**src/rtl/uart_tx_fifo.sv**
```systemverilog
// uart_tx_fifo: UART transmitter fed by a small input FIFO.
// Words enter over a valid/ready handshake. Each word is sent as:
// start, data (LSB first), optional parity, then stop bit(s).
// The line outputs are registered from the current FSM state, so the
// line trails the state by one clock. This gives one cycle between a push
// into an idle, empty block and the start bit. Back-to-back frames still
// have no gap, because the next word is popped on the final STOP cycle.
module uart_tx_fifo #(
  parameter int CLKS_PER_BIT = 279,
  parameter int DATA_BITS    = 8,
  parameter int PARITY       = 0,
  parameter int STOP_BITS    = 1,
  parameter int FIFO_DEPTH   = 4
) (
  input  logic                          clk,
  input  logic                          rst,
  input  logic [DATA_BITS-1:0]          tx_data,
  input  logic                          tx_valid,
  output logic                          tx_ready,
  output logic [$clog2(FIFO_DEPTH):0]   fifo_count,
  output logic                          busy,
  output logic                          frame_done,
  output logic                          tx
);

  localparam int CW   = $clog2(CLKS_PER_BIT);
  localparam int PW   = $clog2(FIFO_DEPTH);
  localparam int CNTW = PW + 1;
  localparam logic [CW-1:0]   CLK_LAST  = CW'(CLKS_PER_BIT - 1);
  localparam logic [3:0]      DATA_LAST = 4'(DATA_BITS - 1);
  localparam logic [3:0]      STOP_LAST = 4'(STOP_BITS - 1);
  localparam logic [CNTW-1:0] DEPTH_C   = CNTW'(FIFO_DEPTH);

  // Refuse to elaborate with a parameter set the datapath was not sized for.
  generate
    if (CLKS_PER_BIT < 2 || DATA_BITS < 5 || DATA_BITS > 9 ||
        PARITY < 0 || PARITY > 2 || STOP_BITS < 1 || STOP_BITS > 2 ||
        FIFO_DEPTH < 2 || (FIFO_DEPTH & (FIFO_DEPTH - 1)) != 0) begin : g_bad_param
      $error("uart_tx_fifo: unsupported parameter combination");
    end
  endgenerate

  typedef enum logic [2:0] {
    S_IDLE,
    S_START,
    S_DATA,
    S_PARITY,
    S_STOP
  } state_t;

  state_t                state_reg, state_next;
  logic [CW-1:0]         clk_cnt_reg, clk_cnt_next;
  logic [3:0]            bit_cnt_reg, bit_cnt_next;
  logic [DATA_BITS-1:0]  shift_reg;
  logic                  parity_reg;
  logic                  tx_reg, tx_next;
  logic                  busy_reg, busy_next;
  logic                  done_reg, done_next;
  logic                  shift_en;
  logic                  last_clk;

  logic [DATA_BITS-1:0]  mem [FIFO_DEPTH];
  logic [PW-1:0]         wr_ptr_reg, rd_ptr_reg;
  logic [CNTW-1:0]       count_reg;
  logic                  push, pop;

  assign tx_ready   = (count_reg != DEPTH_C);
  assign push       = tx_valid && tx_ready;
  assign fifo_count = count_reg;
  assign last_clk   = (clk_cnt_reg == CLK_LAST);
  assign tx         = tx_reg;
  assign busy       = busy_reg;
  assign frame_done = done_reg;

  // FIFO storage: write port only, so the array can map onto RAM.
  always_ff @(posedge clk) begin
    if (push) begin
      mem[wr_ptr_reg] <= tx_data;
    end
  end

  // FIFO pointers and occupancy. Pointers wrap for free (power-of-2 depth).
  always_ff @(posedge clk) begin
    if (rst) begin
      wr_ptr_reg <= '0;
      rd_ptr_reg <= '0;
      count_reg  <= '0;
    end else begin
      if (push) wr_ptr_reg <= wr_ptr_reg + PW'(1);
      if (pop)  rd_ptr_reg <= rd_ptr_reg + PW'(1);
      case ({push, pop})
        2'b10:   count_reg <= count_reg + CNTW'(1);
        2'b01:   count_reg <= count_reg - CNTW'(1);
        default: count_reg <= count_reg;
      endcase
    end
  end

  // Frame datapath: the word and its parity are captured at pop (registered
  // RAM read). The word then shifts right once per data bit.
  always_ff @(posedge clk) begin
    if (pop) begin
      shift_reg  <= mem[rd_ptr_reg];
      parity_reg <= (^mem[rd_ptr_reg]) ^ (PARITY == 2);
    end else if (shift_en) begin
      shift_reg  <= shift_reg >> 1;
    end
  end

  // State register and registered line outputs.
  always_ff @(posedge clk) begin
    if (rst) begin
      state_reg   <= S_IDLE;
      clk_cnt_reg <= '0;
      bit_cnt_reg <= '0;
      tx_reg      <= 1'b1;
      busy_reg    <= 1'b0;
      done_reg    <= 1'b0;
    end else begin
      state_reg   <= state_next;
      clk_cnt_reg <= clk_cnt_next;
      bit_cnt_reg <= bit_cnt_next;
      tx_reg      <= tx_next;
      busy_reg    <= busy_next;
      done_reg    <= done_next;
    end
  end

  // Next state, bit timing and the line value for the current state.
  always_comb begin
    state_next   = state_reg;
    clk_cnt_next = last_clk ? '0 : clk_cnt_reg + CW'(1);
    bit_cnt_next = bit_cnt_reg;
    tx_next      = 1'b1;
    busy_next    = 1'b1;
    done_next    = 1'b0;
    shift_en     = 1'b0;
    pop          = 1'b0;
    case (state_reg)
      S_IDLE: begin
        busy_next    = 1'b0;
        clk_cnt_next = '0;
        bit_cnt_next = '0;
        if (count_reg != '0) begin
          pop        = 1'b1;
          state_next = S_START;
        end
      end
      S_START: begin
        tx_next = 1'b0;
        if (last_clk) state_next = S_DATA;
      end
      S_DATA: begin
        tx_next = shift_reg[0];
        if (last_clk) begin
          shift_en = 1'b1;
          if (bit_cnt_reg == DATA_LAST) begin
            bit_cnt_next = '0;
            state_next   = (PARITY != 0) ? S_PARITY : S_STOP;
          end else begin
            bit_cnt_next = bit_cnt_reg + 4'd1;
          end
        end
      end
      S_PARITY: begin
        tx_next = parity_reg;
        if (last_clk) state_next = S_STOP;
      end
      S_STOP: begin
        if (last_clk) begin
          if (bit_cnt_reg == STOP_LAST) begin
            done_next    = 1'b1;
            bit_cnt_next = '0;
            // Chain straight into the next frame when a word is waiting.
            if (count_reg != '0) begin
              pop        = 1'b1;
              state_next = S_START;
            end else begin
              state_next = S_IDLE;
            end
          end else begin
            bit_cnt_next = bit_cnt_reg + 4'd1;
          end
        end
      end
      default: state_next = S_IDLE;
    endcase
  end

endmodule

```
**config.mk**
```make
export PLATFORM = sky130hd
export DESIGN_NAME = uart_tx_fifo
export DESIGN_NICKNAME = d
export VERILOG_FILES = /design/src/rtl/uart_tx_fifo.sv
export SDC_FILE = /design/constraint.sdc
export NUM_CORES = 1
export LEC_CHECK = 0
export CAP_MARGIN = 0
export CORE_ASPECT_RATIO = 1.5
export CORE_MARGIN = 2
export CORE_UTILIZATION = 50
export DETAILED_ROUTE_END_ITERATION = 10
export DONT_BUFFER_PORTS = 1
export PLACE_DENSITY = 0.71
export SETUP_SLACK_MARGIN = 0.05
export SLEW_MARGIN = 20
export SYNTH_ARGS = -nofsm -noshare
export SYNTH_HDL_FRONTEND = slang
export SYNTH_SLANG_ARGS = --single-unit
```
**constraint.sdc**
```tcl
create_clock -name clk -period 2.91 [get_ports clk]
set_input_delay 0.582 -clock clk [delete_from_list [all_inputs] [get_ports clk]]
set_output_delay 0.582 -clock clk [all_outputs]
set_load 0.05 [all_outputs]
```
==> implementation parameters, run 1 <==
Parameter                              Value

Synth
  Number of instances in the synthesized netlist ... 226
  Warnings from Yosys ... 0
  Cell area after synthesis ... 2940 um2
  Dominant register cell in the synthesized netlist ... sky130_fd_sc_hd__edfxtp_1
  Area share of the leading cell type in the synthesized netlist ... 0.419
  Part of the Yosys area used for sequential elements ... 0.610
  Number of synthesized flops with an enable pin ... 41
  Mapped Avg Cell Area ... 13.0 um2
  Yosys top cell by area ... sky130_fd_sc_hd__edfxtp_1
  Distinct cell type count after synthesis ... 39
  Async set-or-reset flop fraction in the synthesized netlist ... 0
  Top post-synthesis cells by count ... sky130_fd_sc_hd__edfxtp_1 (41), sky130_fd_sc_hd__dfxtp_1 (28), sky130_fd_sc_hd__nor2_1 (20)
  Synthesis-stage register bit count ... 69
  Biggest area contributors in the synthesized netlist ... sky130_fd_sc_hd__edfxtp_1 (42%), sky130_fd_sc_hd__dfxtp_1 (19%), sky130_fd_sc_hd__mux4_2 (6.1%)
  Net count after synthesis ... 247
  Most common cell in the synthesized netlist ... sky130_fd_sc_hd__edfxtp_1

GRT
  First-pass GRT wire length ... 7780 um
  Largest net degree at the start of global routing ... 19
  Number of global-route vias before repair ... 1,744
  Aggregate global-route resource usage ... 0.164
  Overflow left after global routing ... 0
  Initial antenna violation count ... 0

Finish
  Fill cell count ... 491
  Antenna diodes ... 0
  Number of flip-flops under the largest register name ... 32
  Fraction of layout cells with a size suffix above 1 ... 0.203
  Finished Cell Area ... 3290 um2
  Signed area change from the synthesized netlist to the final layout ... 12.1%
  Fin nets ... 257

Worst setup path
  Delay-heaviest family, CP ... simple AND/OR/NAND/NOR gates
  Most frequent cell on the critical path ... sky130_fd_sc_hd__inv_1
  Required time of the critical path ... 3.19 ns
  Register-to-register setup slack ... 0.15 ns
  Max Fanout on Critical Path ... 6
  Reg2reg path depth ... 12
  Nature of the critical path startpoint ... flop
  Delay contributed by the slowest stage of the critical path ... 0.41 ns
  Worst path depth ... 12
  Worst reg2reg path endpoint ... fifo_count[2]$_SDFFE_PP0P_
  Cell at the slowest stage of the critical path ... sky130_fd_sc_hd__or3b_4
  Buffers plus inverters on the worst setup path ... 3
  Kind of critical path ... reg2reg
  Critical path endpoint category ... flop
  Arrival time at the worst endpoint ... 3.04 ns
  Worst reg2reg path startpoint ... bit_cnt_reg[0]$_SDFFE_PP0P_
  Ordered list of cells on the worst path ... inv_1 -> ha_1 -> or3b_4 -> o41ai_4 -> nand3_2 -> inv_2 -> ha_2 -> inv_1 -> fa_2 -> xor2_1 -> or3_1 -> a21oi_1

Detailed routing
  Number of vias per cell after detailed routing ... 5.50
  Total number of vias ... 1,721
  Aggregate routed wire length ... 4610 um
  Residual DRC count ... 0
  Total iterations of the first detailed-routing run ... 4
  Routed wire length on met3 ... 191 um
  Uppermost routed layer ... met4
  Routed length on met1 ... 1850 um
  First DRT Iteration DRCs ... 129
  Met2 Wirelength ... 2410 um
  Wire length per cell ... 14.7 um
  Antenna Nets Post-Route ... 0

Worst hold path
  Path category of the worst min-delay check ... in2reg
  End of the worst hold path ... bit_cnt_reg[1]$_SDFFE_PP0P_
  Number of cells on the worst hold path ... 1
  Startpoint of the worst hold path ... rst

Clock network
  Clock tree from TritonCTS ... yes
  Clock network latency to the later pin of the worst-skew pair ... 0.34 ns
  Clock H-tree levels ... 3
  Clock slew at the register clock pins of the worst setup and hold paths ... 0.08 ns
  Clock Sink Count ... 69
  Number of buffers inserted for hold repair after clock tree synthesis ... 0
  Maximum clock insertion buffer count ... 2
  Cell at the root of the clock tree ... sky130_fd_sc_hd__clkbuf_8
  Number of clock buffers inserted by TritonCTS ... 9

Power and ir drop
  Worst supply voltage drop on vdd ... 0.545 mV
  Leakage power total ... 0.00114 uW
  Power density relative to cell area ... 930 nW/um2

Timing
  Endpoints failing hold ... 0
  Setup TNS Final ... 0 ns
  Post-route minimum period ... 2.76 ns
  Worst Clk Skew ... 0.00775 ns
  Maximum clock frequency ... 362 MHz
  Share of the clock period used by the worst path after layout ... 0.948
  Count of endpoints failing setup in the final report ... 0
  Relative slew slack ... 0.646
  Max Slew Vio Count ... 0
  Worst slew pin tran ... 0.530 ns
  Setup repair after global routing missed its margin ... no

Die
  Effective utilization at floorplan ... 0.511
  Number of top-level pins ... 18
  Floorplan die area ... 6510 um2
  Die Ht ... 97.8 um
  Die Wd ... 66.6 um
  Area of the core region ... 5740 um2
  Floorplan row count ... 34

Flow run
  Max cap viols ... 0

Placed design
  DP HPWL ... 3160 um
  Post-DP Area ... 3040 um2
  IO buf count ... 0
  Placer Congestion ... 0.827

Run status
  Run status ... finished, final reports clean
-- timing repair --
| item | CTS | global route |
|---|---|---|
| gates resized for setup | 0 | 9 |
| hold endpoints to repair | 0 | 0 |
| setup buffers | 0 | 2 |
| setup endpoints to repair | 0 | 1 |
-- cell families (layout without fill, tap and decap cells) --
logic type | Yosys count | count (layout) | share of synthesized area
buffers and inverters | 20 | 35 | 0.0264
AO/OA/AOI/OAI | 24 | 24 | 0.0482
adder cells (fa/ha/maj) | 11 | 11 | 0.0490
XOR/XNOR | 19 | 19 | 0.0567
multiplexers | 15 | 15 | 0.0882
flip-flops | 69 | 69 | 0.610
AND/OR/NAND/NOR | 68 | 68 | 0.121
-- per-layer routing --
| layer | vias up | track usage |
|---|---|---|
| met5 | - | 0 |
| met4 | 0 | 0.110 |
| met3 | 13 | 0.0541 |
| met2 | 41 | 0.268 |
| met1 | 822 | 0.175 |
| li1 | 845 | - |
-- where the power goes --
part	total [uW]	switching (uW)	internal, uW
Combinational	863	444	418
Clock	790	384	406
Sequential	1410	136	1270
-- area by class of cell --
class | count | area (um2) | share of cell area
inverter | 12 | 45.0 | 0.0137
sequential | 69 | 1800 | 0.546
tap | 72 | 90.1 | 0.0274
timing repair buffer | 7 | 52.6 | 0.0160
clock inverter | 7 | 80.1 | 0.0243
multi-input combinational | 137 | 1100 | 0.335
clock buffer | 9 | 124 | 0.0376
-- worst max path at each step --
stage / start / to / slack [ns]
6_report: bit_cnt_reg[0]$_SDFFE_PP0P_ / fifo_count[2]$_SDFFE_PP0P_ / 0.15
5_1_grt: bit_cnt_reg[0]$_SDFFE_PP0P_ / fifo_count[2]$_SDFFE_PP0P_ / 0.02
4_1_cts: bit_cnt_reg[0]$_SDFFE_PP0P_ / fifo_count[2]$_SDFFE_PP0P_ / 0.11
3_5_place_dp: bit_cnt_reg[0]$_SDFFE_PP0P_ / fifo_count[2]$_SDFFE_PP0P_ / 0.12
3_3_place_gp: bit_cnt_reg[0]$_SDFFE_PP0P_ / fifo_count[2]$_SDFFE_PP0P_ / 0.25
2_1_floorplan: bit_cnt_reg[0]$_SDFFE_PP0P_ / fifo_count[2]$_SDFFE_PP0P_ / 0.13
-- layout by cell type (no fill, tap or decap), types with 7 or more instances in the layout --
| cell type | count |
|---|---|
| sky130_fd_sc_hd__edfxtp_1 | 41 |
| sky130_fd_sc_hd__dfxtp_1 | 26 |
| sky130_fd_sc_hd__nor2_1 | 20 |
| sky130_fd_sc_hd__a21oi_1 | 12 |
| sky130_fd_sc_hd__inv_1 | 11 |
| sky130_fd_sc_hd__xor2_1 | 11 |
| sky130_fd_sc_hd__nand2_1 | 10 |
| sky130_fd_sc_hd__clkbuf_8 | 9 |
| sky130_fd_sc_hd__mux4_2 | 8 |
| sky130_fd_sc_hd__xnor2_1 | 8 |
| sky130_fd_sc_hd__ha_1 | 8 |
| sky130_fd_sc_hd__mux2_2 | 7 |
| sky130_fd_sc_hd__buf_4 | 7 |
-- metrics by stage --
step | total power [uW] | utilization | instances | hold slack (ns) | setup slack (ns)
6_report | 3060 | 0.573 | 313 | 0.288 | 0.151
5_1_grt | 3240 | 0.573 | 313 | 0.267 | 0.0240
4_1_cts | 3090 | 0.565 | 311 | 0.275 | 0.111
3_5_place_dp | 2300 | 0.530 | 295 | 0.479 | 0.117
3_3_place_gp | 2280 | 0.530 | 295 | 0.480 | 0.247
2_1_floorplan | 2120 | - | 226 | 0.453 | 0.131
No activity file was read; power rests on OpenSTA's default activity.
==> run 2, diff against run 1 <==
--- a/config.mk
+++ b/config.mk
@@ -6,14 +6,17 @@
 export NUM_CORES = 1
 export LEC_CHECK = 0
 export CAP_MARGIN = 0
+export CELL_PAD_IN_SITES_DETAIL_PLACEMENT = 1
+export CELL_PAD_IN_SITES_GLOBAL_PLACEMENT = 1
 export CORE_ASPECT_RATIO = 1.5
 export CORE_MARGIN = 2
-export CORE_UTILIZATION = 50
+export CORE_UTILIZATION = 46
 export DETAILED_ROUTE_END_ITERATION = 10
 export DONT_BUFFER_PORTS = 1
-export PLACE_DENSITY = 0.71
+export PLACE_DENSITY = 0.77
+export REMOVE_ABC_BUFFERS = 1
 export SETUP_SLACK_MARGIN = 0.05
-export SLEW_MARGIN = 20
+export SLEW_MARGIN = 30
 export SYNTH_ARGS = -nofsm -noshare
 export SYNTH_HDL_FRONTEND = slang
 export SYNTH_SLANG_ARGS = --single-unit
==> implementation parameters, run 2 (synthesis results as in run 1) <==
Parameter                              Value

Finish
  Antenna diodes ... 0 (unchanged)
  Most common library cell in the layout ignoring fill and taps ... sky130_fd_sc_hd__edfxtp_1
  Register area ... 1790 um2 (-0.21%)
  Number of flip-flops under the largest register name ... 32 (unchanged)
  Fraction of layout cells with a size suffix above 1 ... 0.211 (+0.00806)
  Most frequent cells in the layout ... sky130_fd_sc_hd__edfxtp_1 (41), sky130_fd_sc_hd__dfxtp_1 (27), sky130_fd_sc_hd__nor2_1 (20), sky130_fd_sc_hd__buf_4 (12)
  Fin nets ... 262 (+1.9%)
  Fill cell count ... 609 (+24%)
  Signed area change from the synthesized netlist to the final layout ... 12.9%
  Util after Layout ... 0.537 (-0.0364)
  Area of the multi-input gates ... 1110 um2 (+0.34%)
  Finished Cell Area ... 3310 um2 (+0.68%)

Worst setup path
  Nature of the critical path startpoint ... flop
  Critical Path Start ... bit_cnt_reg[0]$_SDFFE_PP0P_
  Max Fanout on Critical Path ... 2 (-4)
  Arrival time at the worst endpoint ... 3.00 ns (-0.04 ns)
  Required time of the critical path ... 3.20 ns (about the same)
  Kind of critical path ... reg2reg
  Worst reg2reg path startpoint ... bit_cnt_reg[0]$_SDFFE_PP0P_
  Critical path endpoint category ... flop

Die
  Floorplan row count ... 35 (+2.9%)
  Area of the core region ... 6170 um2 (+7.5%)
  Number of top-level pins ... 18 (unchanged)
  Floorplan die area ... 7050 um2 (+8.3%)
  Effective utilization at floorplan ... 0.475 (-0.0357)
  Die Wd ... 69.2 um (+4.0%)
  Die Ht ... 102 um (+4.1%)

GRT
  Largest net degree at the start of global routing ... 19 (unchanged)
  Number of global-route vias before repair ... 1,896 (+8.7%)
  Aggregate global-route resource usage ... 0.165 (+0.000948)
  Overflow left after global routing ... 0 (unchanged)
  First-pass GRT wire length ... 8900 um (+14%)
  Initial antenna violation count ... 0 (unchanged)

Detailed routing
  Total iterations of the first detailed-routing run ... 4 (unchanged)
  Aggregate routed wire length ... 5330 um (+16%)
  First DRT Iteration DRCs ... 102 (-21%)
  Residual DRC count ... 0 (unchanged)
  Antenna Nets Post-Route ... 0 (unchanged)
  Number of vias per cell after detailed routing ... 5.46 (-0.71%)
  Wire length per cell ... 16.7 um (+13%)
  Total number of vias ... 1,747 (+1.5%)

Placed design
  Post-DP Area ... 3070 um2 (+0.90%)
  DP HPWL ... 3730 um (+18%)
  Placer Congestion ... 0.764 (-7.5%)
  IO buf count ... 0 (unchanged)

Clock network
  Number of buffers inserted for hold repair after clock tree synthesis ... 0 (unchanged)
  Clock slew at the register clock pins of the worst setup and hold paths ... 0.08 ns (about the same)
  Clock network latency to the later pin of the worst-skew pair ... 0.35 ns (about the same)
  Number of clock buffers inserted by TritonCTS ... 9 (unchanged)
  Cell at the root of the clock tree ... sky130_fd_sc_hd__clkbuf_8
  Clock H-tree levels ... 3 (unchanged)
  Clock tree from TritonCTS ... yes
  Maximum clock insertion buffer count ... 2 (unchanged)
  Clock Sink Count ... 69 (unchanged)

Timing
  Worst slew pin tran ... 0.568 ns (+0.0385 ns)
  Endpoints failing hold ... 0 (unchanged)
  Worst Clk Skew ... 0.00927 ns (+0.00152 ns)
  Post-route minimum period ... 2.72 ns (-0.0404 ns)
  Share of the clock period used by the worst path after layout ... 0.934 (-0.0139)
  Count of endpoints failing setup in the final report ... 0 (unchanged)
  Relative slew slack ... 0.621 (-0.0257)
  Maximum clock frequency ... 368 MHz (+1.5%)
  Setup repair after global routing missed its margin ... yes
  Final hold slack ... 0.291 ns (+0.00270 ns)
  Max Slew Vio Count ... 0 (unchanged)

Run status
  Run status ... finished, final reports clean

Power and ir drop
  Leakage power total ... 0.00116 uW (+1.8%)
  Worst supply voltage drop on vdd ... 0.590 mV (+8.2%)
  Power density relative to cell area ... 938 nW/um2 (+0.87%)

Worst hold path
  Startpoint of the worst hold path ... rst
  Path category of the worst min-delay check ... in2reg

Flow run
  Max cap viols ... 0 (unchanged)
## run 2: cell count changes in the layout (fill, tap and decap cells not counted), sizes merged
cell      delta
inv          +3
buf          +5
bufinv       -1
clkinvlp     -1
clkinv       -1
## run 2: what timing repair did
| item | 4_1_cts | 5_1_grt |
|---|---|---|
| hold endpoints to repair | 0 | 0 |
| cloned | 0 | 0 |
| buffers inserted | 0 | 2 |
| pin swaps | 1 | 4 |
| endpoints found under the setup margin | 1 | 1 |
| resized for setup | 1 | 8 |
## run 2: through the flow
stage               setup TNS (ns)  setup slack (ns)  total power [uW]  instances
floorplan                   -0.177            -0.177              2080        218
global placement                 0             0.113              2300        302
detailed placement         -0.0593           -0.0593              2330        302
CTS                              0             0.107              3080        318
global route                     0            0.0267              3270        320
finish                           0             0.191              3110        320
## run 2: worst paths after layout
path | to | slack, ns | depth (start not counted)
min | fifo_count[2]$_SDFFE_PP0P_ | 0.29 | 1
max reg2reg | fifo_count[2]$_SDFFE_PP0P_ | 0.19 | 12
min reg2reg | bit_cnt_reg[3]$_SDFFE_PP0P_ | 0.50 | 2
max | fifo_count[2]$_SDFFE_PP0P_ | 0.19 | 12
## run 2: final cells by class
type | count | area share
flip-flops and latches | 69 | 0.541
inverters | 12 | 0.0136
clock inverters | 7 | 0.0189
clock buffers | 9 | 0.0374
repair buffers | 12 | 0.0272
well taps | 74 | 0.0279
multi-input cells | 137 | 0.334
## run 2: worst max-delay path, cell delays in order, from the launching register on
cell	delay (ns)
sky130_fd_sc_hd__dfxtp_2	0.33
sky130_fd_sc_hd__inv_1	0.05
sky130_fd_sc_hd__ha_1	0.13
sky130_fd_sc_hd__or3b_4	0.39
sky130_fd_sc_hd__o41ai_4	0.32
sky130_fd_sc_hd__nand3_1	0.16
sky130_fd_sc_hd__inv_2	0.11
sky130_fd_sc_hd__ha_4	0.14
sky130_fd_sc_hd__inv_1	0.05
sky130_fd_sc_hd__fa_2	0.33
sky130_fd_sc_hd__xor2_1	0.16
sky130_fd_sc_hd__or3_1	0.38
sky130_fd_sc_hd__a21oi_2	0.12
## run 2: power by group
| part | switching [uW] | internal, uW |
|---|---|---|
| clock | 410 | 330 |
| combinational | 492 | 461 |
| sequential | 142 | 1270 |
| total | 1040 | 2060 |
## run 2: routing by layer
layer / global-route usage / part of all wire / vias to the layer above
met5: 0 / 0 / -
met1: 0.174 / 0.39 / 854
met2: 0.306 / 0.55 / 29
met3: 0.0493 / 0.032 / 13
li1: - / - / 851
met4: 0.0664 / 0.028 / 0
